`config.mk`:
```
export PLATFORM = sky130hd
export DESIGN_NAME = mealy_seq_ctrl
export DESIGN_NICKNAME = d
export VERILOG_FILES = /design/src/rtl/mealy_seq_ctrl.sv
export SDC_FILE = /design/constraint.sdc
export NUM_CORES = 1
export LEC_CHECK = 0
export CAP_MARGIN = 20
export CORE_MARGIN = 4
export CORE_UTILIZATION = 45
export DETAILED_ROUTE_END_ITERATION = 16
export HOLD_SLACK_MARGIN = 0.12
export PLACE_DENSITY_LB_ADDON = 0.12
export REMOVE_ABC_BUFFERS = 1
export SYNTH_ARGS = -nofsm -noshare
export SYNTH_HDL_FRONTEND = slang
export SYNTH_SLANG_ARGS = --single-unit
```
`constraint.sdc`:
```
create_clock -name clk_i -period 2.4 [get_ports clk_i]
set_clock_uncertainty 0.05 [all_clocks]
set_input_delay 0.48 -clock clk_i [delete_from_list [all_inputs] [get_ports clk_i]]
set_output_delay 0.48 -clock clk_i [all_outputs]
set_load 0.03 [all_outputs]
```
`src/rtl/mealy_seq_ctrl.sv`:
```
// Drives a bit pattern into an external 1-in/3-out Mealy FSM and counts cycles whose output equals HIT_CODE.
// Optional abort input is enabled by defining MEALY_SEQ_ABORT_EN.
module mealy_seq_ctrl #(
  parameter int         PAT_W    = 16,
  parameter int         CNT_W    = 8,
  parameter logic [2:0] HIT_CODE = 3'b011,
  localparam int        LEN_W    = $clog2(PAT_W) + 1
) (
  input  logic             clk_i,
  input  logic             reset_ni,
  input  logic             cmd_valid_i,
  output logic             cmd_ready_o,
  input  logic [PAT_W-1:0] cmd_pattern_i,
  input  logic [LEN_W-1:0] cmd_len_i,
  output logic             fsm_rst_o,
  output logic             fsm_in_o,
  input  logic [2:0]       fsm_out_i,
  output logic             res_valid_o,
  input  logic             res_ready_i,
  output logic [CNT_W-1:0] res_hits_o,
  output logic [2:0]       res_last_o,
`ifdef MEALY_SEQ_ABORT_EN
  input  logic             abort_i,
`endif
  output logic             busy_o
);

  typedef enum logic [1:0] {IDLE, CLEAR, RUN, RESP} state_e;

  state_e           state_q, state_d;
  logic [PAT_W-1:0] pattern_q, pattern_d;
  logic [LEN_W-1:0] len_q, len_d;
  logic [CNT_W-1:0] hitCnt_q, hitCnt_d;
  logic [2:0]       last_q, last_d;
  logic             fsmRst_q, fsmRst_d;
  logic             fsmIn_q, fsmIn_d;
  logic             abortReq;

`ifdef MEALY_SEQ_ABORT_EN
  assign abortReq = abort_i && (state_q == CLEAR || state_q == RUN);
`else
  assign abortReq = 1'b0;
`endif

  // The pattern shifts right each RUN cycle, so bit 0 is always the next bit to drive.
  always_comb begin
    state_d   = state_q;
    pattern_d = pattern_q;
    len_d     = len_q;
    hitCnt_d  = hitCnt_q;
    last_d    = last_q;
    fsmRst_d  = 1'b0;
    fsmIn_d   = 1'b0;
    unique case (state_q)
      IDLE: begin
        if (cmd_valid_i) begin
          state_d   = CLEAR;
          pattern_d = cmd_pattern_i;
          len_d     = (cmd_len_i > LEN_W'(PAT_W)) ? LEN_W'(PAT_W) : cmd_len_i;
          hitCnt_d  = '0;
          last_d    = '0;
          fsmRst_d  = 1'b1;
        end
      end
      CLEAR: begin
        if (len_q != '0) begin
          state_d   = RUN;
          fsmIn_d   = pattern_q[0];
          pattern_d = pattern_q >> 1;
        end else begin
          state_d = RESP;
        end
      end
      RUN: begin
        if (fsm_out_i == HIT_CODE && hitCnt_q != '1) begin
          hitCnt_d = hitCnt_q + 1'b1;
        end
        if (len_q == LEN_W'(1)) begin
          state_d = RESP;
          last_d  = fsm_out_i;
        end else begin
          len_d     = len_q - 1'b1;
          fsmIn_d   = pattern_q[0];
          pattern_d = pattern_q >> 1;
        end
      end
      RESP: begin
        if (res_ready_i) begin
          state_d = IDLE;
        end
      end
      default: state_d = IDLE;
    endcase
    if (abortReq) begin
      state_d  = IDLE;
      fsmRst_d = 1'b1;
      fsmIn_d  = 1'b0;
    end
  end

  // Reset holds the driven FSM in clear until the first edge after release.
  always_ff @(posedge clk_i or negedge reset_ni) begin
    if (!reset_ni) begin
      state_q   <= IDLE;
      pattern_q <= '0;
      len_q     <= '0;
      hitCnt_q  <= '0;
      last_q    <= '0;
      fsmRst_q  <= 1'b1;
      fsmIn_q   <= 1'b0;
    end else begin
      state_q   <= state_d;
      pattern_q <= pattern_d;
      len_q     <= len_d;
      hitCnt_q  <= hitCnt_d;
      last_q    <= last_d;
      fsmRst_q  <= fsmRst_d;
      fsmIn_q   <= fsmIn_d;
    end
  end

  assign cmd_ready_o = (state_q == IDLE);
  assign res_valid_o = (state_q == RESP);
  assign busy_o      = (state_q != IDLE);
  assign fsm_rst_o   = fsmRst_q;
  assign fsm_in_o    = fsmIn_q;
  assign res_hits_o  = hitCnt_q;
  assign res_last_o  = last_q;

endmodule

```
; Word-level counts from Yosys, hierarchy flattened
; Index checks and enable logic that the tools add are counted.
[totals]
register_bits = 36
in_bits = 28
out_inout_bits = 16
elab_cells = 57
[op_classes]
n_addsub = 2
n_lt_le_gt_ge = 1
eq_ne = 12
muxes = 24
reduce_logical = 11
[ops]
columns = cell, count
row1 = $mux W16, 3
row2 = $pmux W16 S3, 1
row3 = $mux W8, 2
row4 = $pmux W8 S2, 1
row5 = $mux W5, 3
row6 = $reduce_and A3 Y1, 4
row7 = $ne A2 B2 Y1 const B, 5
row8 = $pmux W5 S2, 1
row9 = $add A8 B1 Y8 const B, 1
row10 = $ne A8 B8 Y1 const B, 1
row11 = $pmux W2 S4, 1
row12 = $mux W2, 3
row13 = $mux W3, 2
row14 = $pmux W3 S2, 1
row15 = $eq A5 B1 Y1 const B, 1
row16 = $gt A5 B5 Y1 const B, 1
row17 = $mux W1, 5
row18 = $reduce_bool A5 Y1, 1
row19 = $sub A5 B1 Y5 const B, 1
row20 = $eq A2 B2 Y1 const B, 2
row21 = $reduce_and A4 Y1, 1
row22 = $reduce_bool A2 Y1, 2
row23 = $eq A3 B2 Y1 const B, 1
row24 = $reduce_bool A3 Y1, 1
row25 = other kinds (5), 5

; Depth between registers and ports, before layout
; Gate-level depths: netlist of run 1.
[logic_depth]
word_depth = 4
mapped_depth = 7
mapped_depth_nobuf = 6

; Worst setup path after synthesis of run 1
; OpenSTA, ideal clock, no wires.
[synth_timing]
kind = flip-flop to flip-flop
from = reg state_q[0]
to = reg hitCnt_q[1] (netlist: res_hits_o[1])
setup_ps = 150
t_arrival_ps = 1983
required_ps = 2200
setup_slack_ps = 217
stages_incl_launch_ff = 6
path_buffers = 1
period_less_slack_ps = 2183
cell_sequence = dfrtp_1 > inv_1 > ha_1 > mux2i_1 > clkbuf_1 > o311ai_0
[synth_between]
elab_chain_cells = 3
word_cells_on_any_way = 7
cone_classes = 3 x eq/ne / 1 x mux / 3 x reduce/logical
[synth_lines]
columns = item, line
row1 = "start, declared", 30  ; state_e state_q, state_d;
row2 = "start signal, assigned", 112  ; state_q <= state_d;
row3 = $logic_not A2 Y1 *, -
row4 = via cmd_ready_o, 12  ; output logic cmd_ready_o,
row5 = $ne A2 B2 Y1 (no line) / $reduce_bool A2 Y1 (equally long branches), -
row6 = $reduce_and A3 Y1 (no line), -
row7 = "end signal, assigned", 115  ; hitCnt_q <= hitCnt_d;
row8 = "end, declared", 33  ; logic [CNT_W-1:0] hitCnt_q, hitCnt_d;
; The timed path passes the listed nets; every way through them passes the cells marked *.
; A chain may end at the register's enable or synchronous reset.

; Final worst setup path of run 1
[layout_timing]
from = reg state_q[1]
to = out res_valid_o
[layout_between]
elab_chain_cells = 1
[layout_lines]
columns = item, line
row1 = $eq A2 B2 Y1, 123  ; assign res_valid_o = (state_q == RESP);
row2 = "end, declared", 18  ; output logic res_valid_o,
; No other way between the ends.

==> results of run 1 <==
==> cell usage in the layout (no fill, tap or decap), types with 2 or more instances in the layout <==
| cell | instances |
|---|---|
| a21oi_1 | 18 |
| a22o_1 | 3 |
| a22oi_1 | 2 |
| a31o_2 | 3 |
| buf_4 | 7 |
| clkbuf_8 | 6 |
| clkdlybuf4s50_1 | 41 |
| clkinv_2 | 2 |
| dfrtp_1 | 35 |
| dlymetal6s2s_1 | 2 |
| ha_1 | 10 |
| inv_1 | 9 |
| mux2i_1 | 16 |
| nand2_1 | 13 |
| nand3_1 | 7 |
| nand3b_1 | 3 |
| nor2_1 | 23 |
| nor2b_1 | 5 |
| nor3_1 | 3 |
| nor3b_1 | 4 |
| nor4_1 | 2 |
| o211ai_1 | 2 |
| o21ai_0 | 8 |
| o311ai_0 | 2 |
| or4_1 | 3 |
==> sequential cells by signal, summed over array words and instances, names as in the netlist <==
name / cells
res_last_o: 3
len_q: 5
pattern_q: 16
state_q: 2
fsm_in_o: 1
res_hits_o: 8
fsm_rst_o: 1
==> power by group through the flow <==
| stage | clock network (mW) | registers, mW | logic [mW] |
|---|---|---|---|
| 2_1_floorplan | 0 | 1.15 | 1.28 |
| 3_3_place_gp | 0 | 1.08 | 1.97 |
| 3_5_place_dp | 0 | 1.08 | 2.00 |
| 4_1_cts | 0.457 | 1.08 | 2.00 |
| 5_1_grt | 0.488 | 1.11 | 2.18 |
| 6_report | 0.440 | 1.07 | 1.97 |
==> worst max-delay path, cell delays in order, from the launching register on <==
cell             delay (ps)
dfrtp_1                 430
ha_1                    250
clkdlybuf4s50_1         690
==> worst min path at each step <==
stage | to | startpoint | slack [ps]
after detailed placement | fsm_in_o | pattern_q[0] | 450
after global routing | fsm_in_o | pattern_q[0] | 480
after global placement | fsm_in_o | pattern_q[0] | 450
final | fsm_in_o | pattern_q[0] | 460
after floorplan | fsm_in_o | reset_ni | 130
after CTS | fsm_in_o | pattern_q[0] | 460
==> per-layer routing <==
metal  track usage (%)  up-vias  part of all wire (%)
li1                  -      837                     -
met5                 0        -                     0
met3             4.005        4                   5.3
met2             24.56       34                    45
met1             22.41      773                    48
met4             4.743        0                   1.0
==> cell type report <==
cell class	instances	area (sq um)	share of cell area, %
multi-input combinational	150	1042	39.42
sequential	36	902.1	34.12
timing repair buffer	51	508.0	19.21
clock buffer	6	82.58	3.124
tap	52	65.06	2.461
inverter	9	33.78	1.278
clock inverter	2	10.01	0.3786
==> kinds of logic after synthesis <==
logic type / count (synthesis) / share of synthesized area (%)
compound gates: 50 / 17.54
simple gates: 73 / 19.40
buf+inv: 18 / 3.606
mux: 16 / 7.960
fa+ha+maj: 10 / 6.219
xor+xnor: 1 / 0.4354
flops: 36 / 44.84
==> stage by stage <==
stage	std cells	hold WS [ps]	instance area (sq um)	worst slack (ps)
after floorplan	195	134.4	1973	-1061
after global placement	298	447.0	2546	141.8
after detailed placement	298	449.3	2546	107.3
after CTS	306	459.1	2639	12.70
after global routing	306	478.9	2644	162.3
final	306	457.6	2644	208.2
==> impl_metrics.env, run 1 <==
export IMPL_critPathCapture="res_valid_o"
export IMPL_ys_ff_latch=36
export IMPL_syn_area_per_cell_sq_um=9.862
export IMPL_synthTopCellsByArea="dfrtp_1 (44%), mux2i_1 (8.0%), ha_1 (6.2%), a21oi_1 (4.5%), nor2_1 (4.3%)"
export IMPL_combPwrFrac_pct=56.5
export IMPL_ys_async_sr_fraction_pct=100.0
export IMPL_synth_ff_type="dfrtp_1"
export IMPL_wl_per_cell_um=13.58
export IMPL_first_global_vias=1572
export IMPL_worstPathRequired_ps=1870
export IMPL_cts_made_buffers=5
export IMPL_grt_pass1_wl_mm=7.017
export IMPL_critPathKind="flop to output pin"
export IMPL_max_cap_viol_count=0
export IMPL_critPathLaunch="state_q[1]"
export IMPL_grtUsageTotal_pct=16.02
export IMPL_cts_htree_levels=2
export IMPL_row_count=24
export IMPL_fin_total_pwr_mw=3.481
export IMPL_status="finished clean"
export IMPL_ant_nets=0
export IMPL_synth_edf_count=0
export IMPL_fin_tns_setup_ps=0
export IMPL_routed_wl_mm=4.155
export IMPL_cts_clk_slew_worst_paths_ps=70
export IMPL_antenna_found_initial=0
export IMPL_cts_tree="done"
export IMPL_die_h_um=74.87
export IMPL_hpwlAfterDp_mm=3.003
export IMPL_worstRegToRegCells=7
export IMPL_max_freq_mhz=456.3
export IMPL_worst_ir_drop_vdd_v=0.0008501
export IMPL_p_switching_mw=1.487
export IMPL_die_area_sq_mm=0.005605
export IMPL_die_w_um=74.87
export IMPL_clkPwrFrac_pct=12.6
export IMPL_netlist_instances=204
export IMPL_clk_root_buffer_cell="clkbuf_8"
export IMPL_port_buffers=43
export IMPL_drive_above_1_share_pct=10.63
export IMPL_finalSetupViolations=0
export IMPL_core_sq_mm=0.004354
export IMPL_vias=1648
export IMPL_num_antenna_cells=0
export IMPL_rsz0062_at_grt="no"
export IMPL_syn_to_final_growth_pct=31.41
export IMPL_grt_ovfl_total=0
export IMPL_clock_latency_ps=280
export IMPL_viasPerCell=5.386
export IMPL_final_util_pct=60.72
export IMPL_finalCritPeriodShare_pct=91.32
export IMPL_initial_utilization_pct=46.21
export IMPL_power_density_mw_per_mm2=1317
export IMPL_rr_endpoint="res_hits_o[6]"
export IMPL_synth_seq_area_share_pct=44.84
export IMPL_hold_path_class="flop to flop"
export IMPL_grt_max_degree=37
export IMPL_p_leak_nw=1.159
export IMPL_worst_setup_path_end_kind="output pin"
export IMPL_cts_sinks=36
export IMPL_rrSetupSlack_ps=340
export IMPL_netlist_top_cells_count="dfrtp_1 (35), nor2_1 (23), a21oi_1 (18)"
export IMPL_finalHoldViolations=0
export IMPL_slew_violations=0
export IMPL_ys_types=47
export IMPL_pwr_share_seq_pct=30.8
export IMPL_critPathLaunchType="flop"
export IMPL_drc_errors=0
export IMPL_syn_area_sq_mm=0.002012
export IMPL_place_congestion=0.7476
export IMPL_yosysWarnings=0
export IMPL_hold_buffers=0
export IMPL_fill_cells=391
export IMPL_netlist_area_leader_share_pct=43.53
export IMPL_slew_headroom_pct=66.93
export IMPL_worst_pin_slew_ps=492.3
export IMPL_cts_resized=0
export IMPL_synth_largest_area_cell="dfrtp_1"
export IMPL_drt_iter0_drc=63
export IMPL_whs_path_depth=2
export IMPL_num_io_pins=44
export IMPL_final_nets=291
export IMPL_intPower_mw=1.994
export IMPL_drtPass1Iterations=4
export IMPL_cts_setup_buffers=0
export IMPL_clockBufferDepth=2
export IMPL_switching_share_pct=42.72
export IMPL_path_max_fanout=5
export IMPL_yosysMostFrequentCell="dfrtp_1"
export IMPL_arrival_ps=1660
export IMPL_fin_crit_ps=2192
export IMPL_rr_startpoint="state_q[0]"
Note: power is estimated with default switching activity, not from simulation.
==> run 2: changes to the inputs <==
--- a/config.mk
+++ b/config.mk
@@ -5,6 +5,7 @@
 export SDC_FILE = /design/constraint.sdc
 export NUM_CORES = 1
 export LEC_CHECK = 0
+export ABC_AREA = 1
 export CAP_MARGIN = 20
 export CORE_MARGIN = 4
 export CORE_UTILIZATION = 45
==> impl_metrics.env, run 2 <==
export IMPL_finalNonFillerCells=355
export IMPL_place_ws_ps=297.1
export IMPL_grt_ovfl_total=0
export IMPL_initial_utilization_pct=46.78
export IMPL_ys_async_sr_fraction_pct=100.0
export IMPL_synth_edf_count=0
export IMPL_dr_wl_met3_um=233
export IMPL_cts_made_buffers=5
export IMPL_core_sq_mm=0.004384
export IMPL_port_buffers=43
export IMPL_syn_to_final_growth_pct=28.55
export IMPL_yosysMostFrequentCell="nand2_1"
export IMPL_finalCritPeriodShare_pct=88.38
export IMPL_die_area_sq_mm=0.005701
export IMPL_first_global_vias=1605
export IMPL_ant_nets=0
export IMPL_drc_errors=0
export IMPL_worst_ir_drop_vdd_v=0.0007527
export IMPL_yosys_area_share_adder_pct=6.101
export IMPL_final_cell_mix="nand2_1 (88), clkdlybuf4s50_1 (40), dfrtp_1 (35)"
export IMPL_synth_largest_area_cell="dfrtp_1"
export IMPL_power_density_mw_per_mm2=1181
export IMPL_drtPass1Iterations=4
export IMPL_muxShareOfSynthArea_pct=7.322
export IMPL_synthTopCellsByArea="dfrtp_1 (43%), nand2_1 (16%), mux2i_1 (7.3%), o21ai_0 (6.8%), ha_1 (6.1%)"
export IMPL_antenna_found_initial=0
export IMPL_rrSetupSlack_ps=410
export IMPL_yosysWarnings=0
export IMPL_cts_htree_levels=2
export IMPL_drt_iter0_drc=82
export IMPL_hpwlAfterDp_mm=3.071
export IMPL_slew_violations=0
export IMPL_netlist_area_leader_share_pct=42.71
export IMPL_path_max_fanout=6
export IMPL_grt_pass1_wl_mm=6.865
export IMPL_critPathKind="flop to output pin"
export IMPL_synth_ff_type="dfrtp_1"
export IMPL_clock_latency_ps=280
export IMPL_num_io_pins=44
export IMPL_clk_root_buffer_cell="clkbuf_8"
export IMPL_m1WireLength_mm=1.999
export IMPL_ys_types=25
export IMPL_viasPerCell=4.834
export IMPL_final_nets=340
export IMPL_synth_top_family_by_area="simple AND/OR/NAND/NOR gates"
export IMPL_ys_ff_latch=36
export IMPL_netlist_top_cells_count="nand2_1 (88), dfrtp_1 (35), o21ai_0 (28)"
export IMPL_die_w_um=75.51
export IMPL_finalSetupViolations=0
export IMPL_dp_cells=347
export IMPL_largest_register="pattern_q"
export IMPL_topRoutingLayerUsed="met4"
export IMPL_fin_ws_ps=278.9
export IMPL_critPathLaunchType="flop"
export IMPL_worst_pin_slew_ps=801.1
export IMPL_rsz0062_at_grt="no"
export IMPL_p_leak_nw=1.283
export IMPL_grt_max_degree=37
export IMPL_largest_reg_flops=16
export IMPL_wl_per_cell_um=11.63
export IMPL_arrival_ps=1590
export IMPL_fin_tns_setup_ps=0
export IMPL_final_common_cell="nand2_1"
export IMPL_seq_area_sq_um=902.1
export IMPL_routed_wl_met2_mm=1.859
export IMPL_drive_above_1_share_pct=7.921
export IMPL_max_freq_mhz=471.5
export IMPL_synth_compound_area_share_pct=8.847
export IMPL_cts_tree="done"
export IMPL_row_count=24
export IMPL_finalHoldViolations=0
export IMPL_cts_clk_slew_worst_paths_ps=70
export IMPL_synth_seq_area_share_pct=43.99
export IMPL_cts_sinks=36
export IMPL_clockBufferDepth=2
export IMPL_num_antenna_cells=0
export IMPL_yosys_area_share_xor_xnor_pct=1.281
export IMPL_multiInputGateArea_sq_mm=0.001022
export IMPL_netlist_instances=255
export IMPL_vias=1716
export IMPL_max_cap_viol_count=0
export IMPL_yosys_area_share_simple_pct=26.30
export IMPL_whs_ps=228.4
export IMPL_place_congestion=0.7925
export IMPL_worst_setup_path_end_kind="output pin"
export IMPL_status="finished clean"
export IMPL_grtUsageTotal_pct=15.55
export IMPL_worstPathRequired_ps=1870
export IMPL_syn_area_sq_mm=0.002051
export IMPL_routed_wl_mm=4.130
export IMPL_fin_crit_ps=2121
export IMPL_fill_cells=419
export IMPL_slew_headroom_pct=46.60
export IMPL_hold_path_class="input port to async pin"
export IMPL_die_h_um=75.51
export IMPL_syn_area_per_cell_sq_um=8.042
run 2: cell count changes in the layout (fill, tap and decap cells not counted), moves of 5 or more:
cell | before | now
o21ai_0 | 8 | 28
a21oi_1 | 18 | 2
nor2b_1 | 5 | 0
inv_1 | 9 | 21
nand2_1 | 13 | 88
run 2: what timing repair did:
item,in CTS,in global routing
setup endpoints to repair,1,1
setup buffers,0,0
hold endpoints to repair,0,0
resized for setup,1,1
hold buffers,0,0
run 2: final timing paths:
| check | from | to | depth (start not counted) |
|---|---|---|---|
| min in group clk_i | pattern_q[6] | pattern_q[6] | 2 |
| max in group asynchronous | reset_ni | pattern_q[0] | 1 |
| setup reg to reg | state_q[0] | pattern_q[12] | 7 |
| hold / removal | reset_ni | len_q[3] | 1 |
| hold reg to reg | pattern_q[6] | pattern_q[6] | 2 |
| setup / recovery | state_q[0] | res_valid_o | 2 |
run 2: metal layers:
metal	global-route usage (%)	vias to the layer above
met4	4.078	0
met2	25.70	37
li1	-	909
met3	3.958	4
met5	0	-
met1	20.35	766
run 2: cell families (layout without fill, tap and decap cells):
logic type      count (synthesis)  count (layout)
compound gates                 33              33
buf+inv                        29              77
flops                          36              36
simple gates                  129             129
xor+xnor                        3               3
mux                            15              15
fa+ha+maj                      10              10
run 2: area by class of cell:
| class | instances | share of cell area (%) |
|---|---|---|
| Clock inverter | 3 | 1.614 |
| Sequential cell | 36 | 34.22 |
| Timing Repair Buffer | 46 | 17.04 |
| Multi-Input combinational cell | 190 | 38.78 |
| Tap cell | 52 | 2.468 |
| Inverter | 23 | 3.275 |
| Clock buffer | 5 | 2.610 |
run 2: critical path, cell delays in order, from the launching register on:
cell             delay, ps
dfrtp_1                430
ha_1                   210
clkdlybuf4s50_1        680
run 2: per-stage QoR:
| step | power (mW) | cell area [sq um] | util, % |
|---|---|---|---|
| CTS | 3.159 | 2634 | 60.07 |
| floorplan | 2.155 | 2011 | - |
| global placement | 2.594 | 2524 | 57.56 |
| global route | 3.401 | 2636 | 60.13 |
| detailed placement | 2.627 | 2524 | 57.56 |
| finish | 3.115 | 2636 | 60.13 |
run 2: power breakdown:
| group | switching (mW) | total, mW | internal (mW) |
|---|---|---|---|
| clock network | 0.217 | 0.525 | 0.307 |
| logic | 0.980 | 1.61 | 0.633 |
| registers | 0.138 | 0.976 | 0.838 |
